**src/rtl/sipo_rx.sv**
```systemverilog
// Serial-in/parallel-out receiver: reassembles WIDTH-bit words from a gated
// serial stream and presents them on a valid/ready port with a sticky overrun flag.
module sipo_rx #(
  parameter int WIDTH     = 4,
  parameter bit MSB_FIRST = 1'b1
) (
  input  logic                       clk,
  input  logic                       reset,
  input  logic                       start,
  input  logic                       sdi,
  input  logic                       sdi_valid,
  output logic [WIDTH-1:0]           pdo,
  output logic                       pdo_valid,
  input  logic                       pdo_ready,
  output logic                       overrun,
  input  logic                       clr_ovr,
  output logic [$clog2(WIDTH):0]     bit_cnt,
  output logic                       busy
);

  localparam int CW = $clog2(WIDTH) + 1;

  typedef enum logic {IDLE, SHIFT} state_t;

  state_t           state_q;
  logic [WIDTH-1:0] sr_q, sr_d;
  logic [WIDTH-1:0] pdo_q;
  logic             pdo_valid_q;
  logic             overrun_q;
  logic [CW-1:0]    cnt_q;
  logic             capture;
  logic             complete;

  // start wins over sdi_valid, so a coincident bit is never captured
  always_comb begin
    sr_d     = MSB_FIRST ? {sr_q[WIDTH-2:0], sdi} : {sdi, sr_q[WIDTH-1:1]};
    capture  = (state_q == SHIFT) && sdi_valid && !start;
    complete = capture && (cnt_q == CW'(WIDTH - 1));
  end

  always_ff @(posedge clk or posedge reset) begin
    if (reset) begin
      state_q     <= IDLE;
      sr_q        <= '0;
      pdo_q       <= '0;
      pdo_valid_q <= 1'b0;
      overrun_q   <= 1'b0;
      cnt_q       <= '0;
    end else begin
      if (start) begin
        state_q <= SHIFT;
        sr_q    <= '0;
        cnt_q   <= '0;
      end else if (capture) begin
        sr_q  <= sr_d;
        cnt_q <= complete ? '0 : cnt_q + 1'b1;
      end

      // A completed word is only dropped when the held word is not being consumed
      if (complete && (!pdo_valid_q || pdo_ready)) begin
        pdo_q       <= sr_d;
        pdo_valid_q <= 1'b1;
      end else if (pdo_valid_q && pdo_ready) begin
        pdo_valid_q <= 1'b0;
      end

      if (complete && pdo_valid_q && !pdo_ready) begin
        overrun_q <= 1'b1;
      end else if (clr_ovr) begin
        overrun_q <= 1'b0;
      end
    end
  end

  assign pdo       = pdo_q;
  assign pdo_valid = pdo_valid_q;
  assign overrun   = overrun_q;
  assign bit_cnt   = cnt_q;
  assign busy      = (state_q == SHIFT);

endmodule

```
**config.mk**
```make
export PLATFORM = sky130hd
export DESIGN_NAME = sipo_rx
export DESIGN_NICKNAME = d
export VERILOG_FILES = /design/src/rtl/sipo_rx.sv
export SDC_FILE = /design/constraint.sdc
export NUM_CORES = 1
export LEC_CHECK = 0
export BUFFER_PORTS_ARGS = -buffer_cell sky130_fd_sc_hd__buf_2
export CAP_MARGIN = 40
export CORE_MARGIN = 1
export CORE_UTILIZATION = 34
export CTS_BUF_LIST = sky130_fd_sc_hd__clkbuf_8
export DETAILED_ROUTE_END_ITERATION = 10
export PLACE_DENSITY = 0.57
export SLEW_MARGIN = 20
export SYNTH_ARGS = -nofsm -noshare
export SYNTH_HDL_FRONTEND = slang
export SYNTH_SLANG_ARGS = --single-unit
```
**constraint.sdc**
```tcl
create_clock -name clk -period 4.91 [get_ports clk]
set_input_delay 0.982 -clock clk [delete_from_list [all_inputs] [get_ports clk]]
set_output_delay 0.982 -clock clk [all_outputs]
set_load 0.01 [all_outputs]
```
# After elaboration in Yosys (flattened, before gate mapping)
# Cells that the tools add are included.
[classes] add_sub_neg=1 eq_ne=1 mux=9 n_reduce_logical=14
[ops] cell="3-bit 2-to-1 mux" n=5
[ops] cell="1-bit logical AND" n=7
[ops] cell="2-bit nonzero test" n=3
[ops] cell="1-bit 2-to-1 mux" n=4
[ops] cell="3-bit by 1-bit adder with 3-bit output, second input constant" n=1
[ops] cell="3-bit by 2-bit equality test with 1-bit output, second input constant" n=1
[ops] cell="1-bit zero test" n=3
[ops] cell="1-bit logical OR" n=1
[word_totals] input_bits=7 word_cells=31 output_inout_bits=10 regBits=13

# Logic depth before layout (Yosys ltp)
# Gate-level depths: netlist of the first run.
[logic_depth] ltp_word=6 mapped_depth=4

# Least setup slack after synthesis of the first run
# OpenSTA, ideal clock, no wires.
[synth_timing] kind="input -> register" startpoint="in start" endpoint="reg pdo_q[0] (netlist: pdo[0])" required_ns=4.785 path_stages=3 arrival_ns=1.971 setup_time_ns=0.125 slack_ns=2.814 path_buffers=1 cell_sequence="buf_6 or4b_4 mux2_4"
[synth_between] elab_chain_cells=4
[synth_rtl] item="from (decl)" line_no="9" rtl="input logic start,"
[synth_rtl] item="1-bit zero test" line_no="37" rtl="capture = (state_q == SHIFT) && sdi_valid && !start;"
[synth_rtl] item="1-bit logical AND" line_no="37"
[synth_rtl] item="1-bit logical AND" line_no="38" rtl="complete = capture && (cnt_q == CW'(WIDTH - 1));"
[synth_rtl] item="1-bit logical AND" line_no="60" rtl="if (complete && (!pdo_valid_q || pdo_ready)) begin"
[synth_rtl] item="to (signal assigned)" line_no="61" rtl="pdo_q <= sr_d;"
[synth_rtl] item="to (decl)" line_no="27" rtl="logic [WIDTH-1:0] pdo_q;"
# No other way between the ends.
# A chain may end at the register's enable or synchronous reset.

# Worst setup path in the final report of the first run
[layout_timing] startpoint="in sdi_valid" endpoint="reg pdo_q[1] (netlist: pdo[1])"
[layout_between] elab_chain_cells=4
[layout_rtl] item="from (decl)" line_no="11" rtl="input logic sdi_valid,"
[layout_rtl] item="1-bit logical AND (2 in a row)" line_no="37"
[layout_rtl] item="1-bit logical AND" line_no="38"
[layout_rtl] item="1-bit logical AND" line_no="60"
# No other way between the ends.

==> results.ini, run 1 <==
[floorplanning]
fp-row-count = 14
start_util_pct = 37.2
die_width_microns = 42.8
dieArea_sq_mm = 0.00183
core_sq_mm = 0.00152
die-height_microns = 42.8
io_pins = 17

[sta]
max_slew.worst_pin.slew_ns = 0.493
final-hold-violation-count = 0
relSlewSlack_pct = 67.1
fin_setup_tns_ns = 0
setup_violations = 0
rsz0062_at_grt = no
timing.fmax_ghz = 0.507
maxSlewViolCount = 0
post-route-period-util_pct = 40.2
skew_ns = 0.000743
period_needed_ns = 1.97

[detailed_routing]
wirelength_microns = 944
vias = 403
drt.antenna.violating_nets = 0
wire_per_inst_microns = 11.5
drt_pre_antenna_iters = 3
drtIter0Drc = 6
viasPerCell = 4.91
drc = 0

[grt]
grt_pass1_wl_mm = 1.74
overflow = 0
antenna_found_initial = 0
grt_pass1_vias = 375
grt_max_degree = 14
grt_usage_pct = 13.0

[worst_setup_path]
timing.critical_path.from_type = primary input
r2r-start = bit_cnt[0]$_DFFE_PP0P_
cp.arrival_ns = 2.10
crit_fanout = 7
rr_endpoint = pdo[1]$_DFFE_PP0P_
cp_num_buf_inv = 1
endpoint_kind = register
cpPeakStageDelay_ns = 0.58
crit_slowest_cell = or4b_4
path_cells = buf_2 > nand2_1 > or4b_4 > mux2_4
worstRegToRegCells = 4
required_ns = 5.03
r2r_slack_ns = 3.22
crit_type = in2reg
cp_top_family = simple AND/OR/NAND/NOR gates

[clock_tree]
ctsResizeCount = 0
h-tree-depth = 1
cts_setup_buffers = 0
clock_sinks = 13
clock_latency_ns = 0.24
tritoncts = done
cts_buffers = 3
cts_root_buf = clkbuf_8
clk_pin_slew_ns = 0.05
hold_buffers = 0
cts_buffer_depth = 2

[layout]
nets = 75
final_cell_mix = buf_2 (16), dfrtp_1 (13), nand2_1 (10)
final.fill_count = 153
diodes = 0
syn2layout_area_growth_pct = 23.0
final_cells = 82
layout-drive-gt1-share_pct = 39.4
layout_commonest_cell = buf_2

[synthesis]
synth_seq_cells = 13
syn_avg_cell_area_sq_um = 11.8
synth_cell_types = 18
synthCells = 48
ys_seq_area_share_pct = 57.4
yosysWarnings = 0
synth_nets = 56
syn-cell-area_sq_um = 567

[placed_design]
port-buffer-count = 16
gp_congestion = 0.713
dp_cells = 78
post-dp-hpwl_microns = 708

[power_and_ir_drop]
total_power_w = 0.000224
max-vdd-ir-drop_mv = 0.143
powerDensity_mw_per_mm2 = 322
p_leak_nw = 0.375

[min_path]
whs_path_depth = 1
hold_path_end = pdo[3]$_DFFE_PP0P_
hp-start = pdo[3]$_DFFE_PP0P_
hold_class = reg2reg

[run]
maxCapViolCount = 0

[run_status]
status = finished clean

==> power by group <==
part	switching (W)	total, W	internal [W]
logic	0.00000997	0.0000187	0.00000869
clock network	0.0000368	0.0000920	0.0000551
registers	0.00000258	0.000114	0.000111
==> layer usage <==
metal	vias up	GRT usage [%]	routed length, microns
li1	196	-	-
met1	189	18.5	453
met2	14	17.3	426
met3	4	2.55	41
met4	0	9.38	22
met5	-	0	0
==> worst max-delay path by stage <==
stage,startpoint,to,slack [ns],cells after the start
2_1_floorplan,start,pdo[0]$_DFFE_PP0P_,2.81,3
3_3_place_gp,sdi_valid,pdo[3]$_DFFE_PP0P_,2.71,4
3_5_place_dp,sdi_valid,pdo[3]$_DFFE_PP0P_,2.69,4
4_1_cts,sdi_valid,pdo[3]$_DFFE_PP0P_,2.94,4
5_1_grt,sdi_valid,pdo[2]$_DFFE_PP0P_,2.85,4
6_report,sdi_valid,pdo[1]$_DFFE_PP0P_,2.94,4
==> area by class of cell <==
cell class | instances | area, sq um | area share [%]
sequential | 13 | 325 | 46.7
multi-input combinational | 31 | 219 | 31.4
timing repair buffer | 16 | 80.1 | 11.5
clock buffer | 3 | 41.3 | 5.92
tap | 16 | 20.0 | 2.87
inverter | 2 | 7.51 | 1.08
clock inverter | 1 | 3.75 | 0.539
==> stage by stage <==
| stage | instance area (sq um) | hold WS, ns | worst slack [ns] | utilization [%] |
|---|---|---|---|---|
| 2_1_floorplan | 567 | 0.482 | 2.81 | - |
| 3_3_place_gp | 652 | 0.496 | 2.71 | 42.8 |
| 3_5_place_dp | 652 | 0.497 | 2.69 | 42.8 |
| 4_1_cts | 697 | 0.512 | 2.94 | 45.7 |
| 5_1_grt | 697 | 0.523 | 2.85 | 45.7 |
| 6_report | 697 | 0.509 | 2.94 | 45.7 |
==> logic make-up (layout without fill, tap and decap cells) <==
group / count (synthesis) / count (layout) / synth area share (%)
flops: 13 / 13 / 57.4
buf+inv: 4 / 22 / 3.97
fa+ha+maj: 1 / 1 / 2.21
mux: 4 / 4 / 10.6
simple gates: 19 / 19 / 19.4
compound gates: 7 / 7 / 6.40
==> registers in the layout, summed over array words and instances (netlist names) <==
signal     cells
pdo            4
overrun        1
busy           1
pdo_valid      1
sr_q           3
bit_cnt        3
==> synth_stat cells <==
library cell	count	area (sq um)
a21oi_1	6	30.0
and2_1	1	6.26
buf_6	1	11.3
clkbuf_1	1	3.75
dfrtp_1	13	325
ha_1	1	12.5
inv_1	2	7.51
mux2_4	4	60.1
nand2_1	10	37.5
nand2b_1	1	6.26
nand2b_4	1	13.8
nand3_1	1	5.00
nand3b_1	1	7.51
o22ai_1	1	6.26
or2_2	1	6.26
or2b_1	1	7.51
or3_1	1	6.26
or4b_4	1	13.8
(Power assumes the default switching activity.)
==> run 2, diff against run 1 <==
Settings changed: ABC_AREA set to 1, PLACE_DENSITY 0.57 to 0.56.
Clock period 4.91 ns to 2 ns, I/O delays scaled along.
==> run 2 against run 1 <==
Net effect: count of clock-buffer cells in the layout stayed put; setup slack worse by 2.2 ns; cell area grew 6.3%; global-route usage decreased by 0.32 points; via count is 13% higher; synthesized area increased by 5.1%; utilization increased by 1.3 points; flip-flop and latch count unchanged; critical path type is now reg2out; largest cell class unchanged.
==> results.ini, run 2 <==
[layout]
syn2layout_area_growth_pct = 24.4
nets = 89  ; +19%
diodes = 0  ; unchanged
final_cells = 96  ; +17%
final_cell_mix = buf_2 (16), nand2_1 (15), dfrtp_1 (13)
layout-drive-gt1-share_pct = 37.5  ; -1.9 points
final.fill_count = 167  ; +9.2%
layout_commonest_cell = buf_2
largest_register_ffs = 4  ; unchanged
design_area_sq_um = 741  ; +6.3%

[run_status]
status = finished clean

[grt]
grt_max_degree = 14  ; unchanged
grt_usage_pct = 12.7  ; -0.32 points
overflow = 0  ; unchanged
grt_pass1_wl_mm = 1.72  ; -1.2%
grt_pass1_vias = 413  ; +10%
antenna_found_initial = 0  ; unchanged

[floorplanning]
die_width_microns = 43.9  ; +2.4%
core_sq_mm = 0.00158  ; +3.4%
start_util_pct = 37.8  ; +0.59 points
die-height_microns = 43.9  ; +2.4%
dieArea_sq_mm = 0.00192  ; +4.8%
fp-row-count = 14  ; unchanged
io_pins = 17  ; unchanged

[placed_design]
post-dp-hpwl_microns = 769  ; +8.6%
dp_cells = 92  ; +18%
place_area_sq_um = 696  ; +6.7%
gp_congestion = 0.722  ; +1.2%
port-buffer-count = 16  ; unchanged

[synthesis]
synth_common_cells = nand2_1 (15), dfrtp_1 (13), inv_1 (9), nand3_1 (4), nand4_1 (4)
synth_nets = 68  ; +21%
synth_top_area_share_pct = 54.6  ; -2.8 points
yosys.cell_count.top_type = nand2_1
synth_seq_cells = 13  ; unchanged
synth-async-reset-ratio_pct = 100  ; unchanged
synth_edf_count = 0  ; unchanged
yosysTopAreaCell = dfrtp_1
synth_cell_types = 16  ; -2
synthCells = 60  ; +25%
ys_seq_area_share_pct = 54.6  ; -2.8 points
synth_area_leaders = dfrtp_1 (55%), nand2_1 (9.5%), inv_1 (5.7%)
syn-cell-area_sq_um = 596  ; +5.1%
ys.flop_type = dfrtp_1
syn_avg_cell_area_sq_um = 9.93  ; -16%
yosysWarnings = 0  ; unchanged

[detailed_routing]
vias = 457  ; +13%
wirelength_mm = 1.05  ; +11%
drt_pre_antenna_iters = 6  ; +3
drt.antenna.violating_nets = 0  ; unchanged
drtIter0Drc = 8  ; +2
wire_per_inst_microns = 10.9  ; -5.1%
drc = 0  ; unchanged
viasPerCell = 4.76  ; -3.1%

[worst_setup_path]
cp.arrival_ns = 0.83  ; -1.27 ns
worstRegToRegCells = 6  ; +2
cp_top_family = flip-flops
crit_type = reg2out
crit_cells = 1  ; -3
r2r-start = bit_cnt[0]$_DFFE_PP0P_
r2r_slack_ns = 0.87  ; -2.35 ns
endpoint_kind = output port
required_ns = 1.60  ; -3.43 ns
cp_num_buf_inv = 1  ; unchanged
timing.critical_path.from_type = register
crit_slowest_cell = dfrtp_1
crit_end = bit_cnt[2]
rr_endpoint = pdo[3]$_DFFE_PP0P_
cpPeakStageDelay_ns = 0.43  ; -0.15 ns
path_cells = buf_2
crit_fanout = 4  ; -3
critPathLaunch = bit_cnt[2]$_DFFE_PP0P_

[clock_tree]
cts_root_buf = clkbuf_8
cts_buffer_depth = 2  ; unchanged
ctsResizeCount = 0  ; unchanged
cts_buffers = 3  ; unchanged
hold_buffers = 0  ; unchanged
clk_pin_slew_ns = 0.05  ; about the same
cts_setup_buffers = 0  ; unchanged
clock_sinks = 13  ; unchanged
tritoncts = done
h-tree-depth = 1  ; unchanged
clock_latency_ns = 0.24  ; about the same

[sta]
fin_setup_tns_ns = 0  ; unchanged
period_needed_ns = 1.23
skew_ns = 0.000392  ; -0.000351 ns
final-hold-violation-count = 0  ; unchanged
hold_slack_ns = 0.182  ; -0.328 ns
setup_violations = 0  ; unchanged
maxSlewViolCount = 0  ; unchanged
max_slew.worst_pin.slew_ns = 0.512  ; +0.0187 ns
timing.fmax_ghz = 0.815
post-route-period-util_pct = 61.3
relSlewSlack_pct = 65.8  ; -1.2 points
rsz0062_at_grt = no

[power_and_ir_drop]
internal_power_w = 0.000431  ; +150%
total_power_w = 0.000564  ; +150%
pwr-share-clk_pct = 39.7  ; -1.3 points
p_leak_nw = 0.413  ; +10%
max-vdd-ir-drop_mv = 0.639  ; +350%
p_sw_share_pct = 23.5  ; +1.5 points
combPwrFrac_pct = 10.4  ; +2.1 points
powerDensity_mw_per_mm2 = 761  ; +140%
seqPwrFrac_pct = 49.9  ; -0.8 points
p_sw_w = 0.000133  ; +170%

[min_path]
hold_class = in2async

[run]
maxCapViolCount = 0  ; unchanged

## run 2: changes by cell type after synthesis, sizes merged, moves of 2 or more
cell / change
nor2: +2
o21ai: +4
nand3: +4
nand2b: -2
inv: +9
nand2: +7
mux2: -4
a21oi: -6
nand4: +4
## run 2: worst min-delay path by stage
stage	cells past startpoint	to	slack, ns
finish	2	overrun$_DFFE_PP0P_	0.18
global route	2	bit_cnt[2]$_DFFE_PP0P_	0.24
CTS	2	bit_cnt[2]$_DFFE_PP0P_	0.19
detailed placement	2	overrun$_DFFE_PP0P_	0.45
global placement	2	bit_cnt[0]$_DFFE_PP0P_	0.44
floorplan	1	bit_cnt[0]$_DFFE_PP0P_	0.28
## run 2: cells by family (layout without fill, tap and decap cells)
kind of cell | after synthesis | after routing | synth area share, %
adders and majority gates | 1 | 1 | 2.10
and+or+nand+nor | 29 | 29 | 28.4
DFF | 13 | 13 | 54.6
buffers and inverters | 11 | 31 | 6.93
AOI/OAI and AO/OA | 6 | 6 | 7.98
## run 2: per-stage QoR
stage                     setup slack, ns  util, %
after floorplan                     0.904        -
after global placement              0.884     44.1
after detailed placement            0.864     44.1
after CTS                           0.767     47.0
after global routing                0.738     47.0
final                               0.774     47.0
## run 2: metal layers
metal	vias up	global-route usage [%]	part of all wire (%)
met5	-	0	0
met4	0	4.85	1.5
met3	2	7.50	5.9
met2	14	19.7	45
met1	206	14.3	47
li1	235	-	-
## run 2: layout make-up
cell class | instances | area (sq um) | area share, %
Clock inverter | 1 | 3.75 | 0.507
Timing Repair Buffer | 16 | 80.1 | 10.8
Tap cell | 16 | 20.0 | 2.70
Inverter | 11 | 41.3 | 5.57
Clock buffer | 3 | 41.3 | 5.57
Sequential cell | 13 | 325 | 43.9
Multi-Input combinational cell | 36 | 229 | 30.9
## run 2: power by group through the flow
stage | clock network [W] | logic, W | registers, W
floorplan | 0 | 0.0000312 | 0.000290
global placement | 0 | 0.0000580 | 0.000286
detailed placement | 0 | 0.0000593 | 0.000286
CTS | 0.000231 | 0.0000594 | 0.000281
global route | 0.000243 | 0.0000660 | 0.000282
finish | 0.000224 | 0.0000587 | 0.000281
==> run 3, diff against run 2 <==
Settings changed: PLACE_DENSITY 0.56 to 0.58.
Clock period 2 ns to 1.1 ns, I/O delays scaled along.
==> run 3 against run 2 <==
Net effect: sequential power grew 81%; critical path type is now reg2reg; clock skew grew 0.0022 ns; sequential share of layout area decreased by 2.1 points; non-clock buffer count is 3 higher; setup slack got worse by 0.78 ns; combinational power increased by 120%; utilization is 2.4 points higher; hold slack got worse by 0.19 ns; via count increased by 5.7%; the run now ends with hold timing, setup timing left; die area is the same; critical path depth is 5 higher.
==> results.ini, run 3 (synthesized netlist as in run 2, its figures left out) <==
[layout]
final.fill_count = 165  ; -1.2%
nets = 92  ; +3.4%
final_cells = 99  ; +3.1%
final_cell_mix = nand2_1 (15), buf_2 (14), dfrtp_1 (13)
layout-drive-gt1-share_pct = 42.2  ; +4.7 points
utilization_pct = 49.4  ; +2.4 points
multi_input_area_sq_um = 231  ; +1.1%
layout_commonest_cell = nand2_1
diodes = 0  ; unchanged
syn2layout_area_growth_pct = 30.7
largest_register_ffs = 4  ; unchanged
regArea_sq_um = 325  ; unchanged

[placed_design]
dp_cells = 94  ; +2.2%
place_ws_ns = 0.000121  ; -0.864 ns
gp_congestion = 0.701  ; -2.8%
post-dp-hpwl_microns = 825  ; +7.3%
port-buffer-count = 16  ; unchanged

[floorplanning]
start_util_pct = 37.8  ; unchanged
dieArea_sq_mm = 0.00192  ; unchanged
io_pins = 17  ; unchanged
die_width_microns = 43.9  ; unchanged
die-height_microns = 43.9  ; unchanged
core_sq_mm = 0.00158  ; unchanged
fp-row-count = 14  ; unchanged

[worst_setup_path]
cp.arrival_ns = 1.24  ; +0.41 ns
crit_type = reg2reg
crit_fanout = 6  ; +2
endpoint_kind = register
required_ns = 1.23  ; -0.37 ns
cpPeakStageDelay_ns = 0.36  ; -0.07 ns
crit_slowest_cell = dfrtp_1
path_cells = ha_2 > inv_2 > nor2_4 > nand3_4 > nand2_1 > nand2_1
cp_top_family = simple AND/OR/NAND/NOR gates
cp_num_buf_inv = 1  ; unchanged
timing.critical_path.from_type = register
cpMostUsedCell = nand2_1

[grt]
grt_pass1_wl_mm = 2.01  ; +17%
antenna_found_initial = 0  ; unchanged
grt_usage_pct = 15.3  ; +2.6 points
grt_pass1_vias = 474  ; +15%
overflow = 0  ; unchanged
grt_max_degree = 14  ; unchanged

[sta]
rsz0062_at_grt = yes
relSlewSlack_pct = 67.3  ; +1.5 points
post-route-period-util_pct = 101
max_slew.worst_pin.slew_ns = 0.490  ; -0.0218 ns
hold_slack_ns = -0.0115  ; -0.193 ns
period_needed_ns = 1.11
layout_setup_ws_ns = -0.00914  ; -0.783 ns
setup_violations = 3  ; +3
timing.fmax_ghz = 0.902
final-hold-violation-count = 13  ; +13
maxSlewViolCount = 0  ; unchanged
fin_setup_tns_ns = -0.0173  ; -0.0173 ns
skew_ns = 0.00261  ; +0.00222 ns

[clock_tree]
hold_buffers = 0  ; unchanged
tritoncts = done
cts_root_buf = clkbuf_8
clk_pin_slew_ns = 0.06  ; about the same
cts_buffer_depth = 2  ; unchanged
clock_latency_ns = 0.25  ; about the same
h-tree-depth = 1  ; unchanged
cts_buffers = 3  ; unchanged
clock_sinks = 13  ; unchanged

[detailed_routing]
drt_pre_antenna_iters = 6  ; unchanged
wirelength_mm = 1.15  ; +9.3%
drtIter0Drc = 4  ; -4
viasPerCell = 4.88  ; +2.5%
drt.antenna.violating_nets = 0  ; unchanged
drc = 0  ; unchanged
wire_per_inst_microns = 11.6  ; +6.0%
vias = 483  ; +5.7%

[run]
maxCapViolCount = 0  ; unchanged

[run_status]
status = finished with violations
violations = hold timing, setup timing

[min_path]
hold_class = in2async

[power_and_ir_drop]
powerDensity_mw_per_mm2 = 1360  ; +79%
p_leak_nw = 0.428  ; +3.5%
max-vdd-ir-drop_mv = 0.710  ; +11%

-- run 3: worst register-to-register path: cells and delay by family, from the launching register on --
kind | cells | cell delay [ns]
buf+inv | 1 | 0.05
simple gates | 4 | 0.39
fa+ha+maj | 1 | 0.19
flops | 1 | 0.36
-- run 3: path summary, 6_finish.rpt --
check	from	end	slack [ns]	depth (start not counted)
worst min-delay path	reset	bit_cnt[1]$_DFFE_PP0P_	-0.01	2
min in group clk	clr_ovr	overrun$_DFFE_PP0P_	0.22	4
worst max register to register	bit_cnt[0]$_DFFE_PP0P_	pdo[1]$_DFFE_PP0P_	-0.009	6
max in group asynchronous	reset	pdo[1]$_DFFE_PP0P_	0.78	2
worst max-delay path	bit_cnt[0]$_DFFE_PP0P_	pdo[1]$_DFFE_PP0P_	-0.009	6
worst min register to register	overrun$_DFFE_PP0P_	overrun$_DFFE_PP0P_	0.47	2
-- run 3: final cells by class --
type / count / area share, %
clock buffer: 3 / 5.31
clock inverter: 1 / 0.482
inverter: 11 / 5.31
tap: 16 / 2.57
multi-input combinational: 36 / 29.7
timing repair buffer: 19 / 14.8
sequential: 13 / 41.8
-- run 3: timing repair --
action,4_1_cts,5_1_grt
buffers inserted,1,0
gates resized for setup,4,0
endpoints found under the setup margin,6,9
pin swaps,0,1
-- run 3: report_power, final --
group / leakage (nW) / internal [W] / switching [W]
registers: 0.174 / 0.000499 / 0.0000113
logic: 0.227 / 0.0000547 / 0.0000719
clock network: 0.0269 / 0.000247 / 0.000176
-- run 3: per-stage QoR --
step / total power, W / area, sq um
2_1_floorplan: 0.000583 / 596
3_3_place_gp: 0.000634 / 711
3_5_place_dp: 0.000636 / 711
4_1_cts: 0.00107 / 778
5_1_grt: 0.00111 / 778
6_report: 0.00106 / 778
-- run 3: routing by layer --
metal	part of all wire, %	global-route usage, %	vias to the layer above
met2	44	22.7	14
li1	-	-	240
met1	48	17.9	224
met4	4.0	14.5	0
met3	3.7	3.75	5
met5	0	0	-
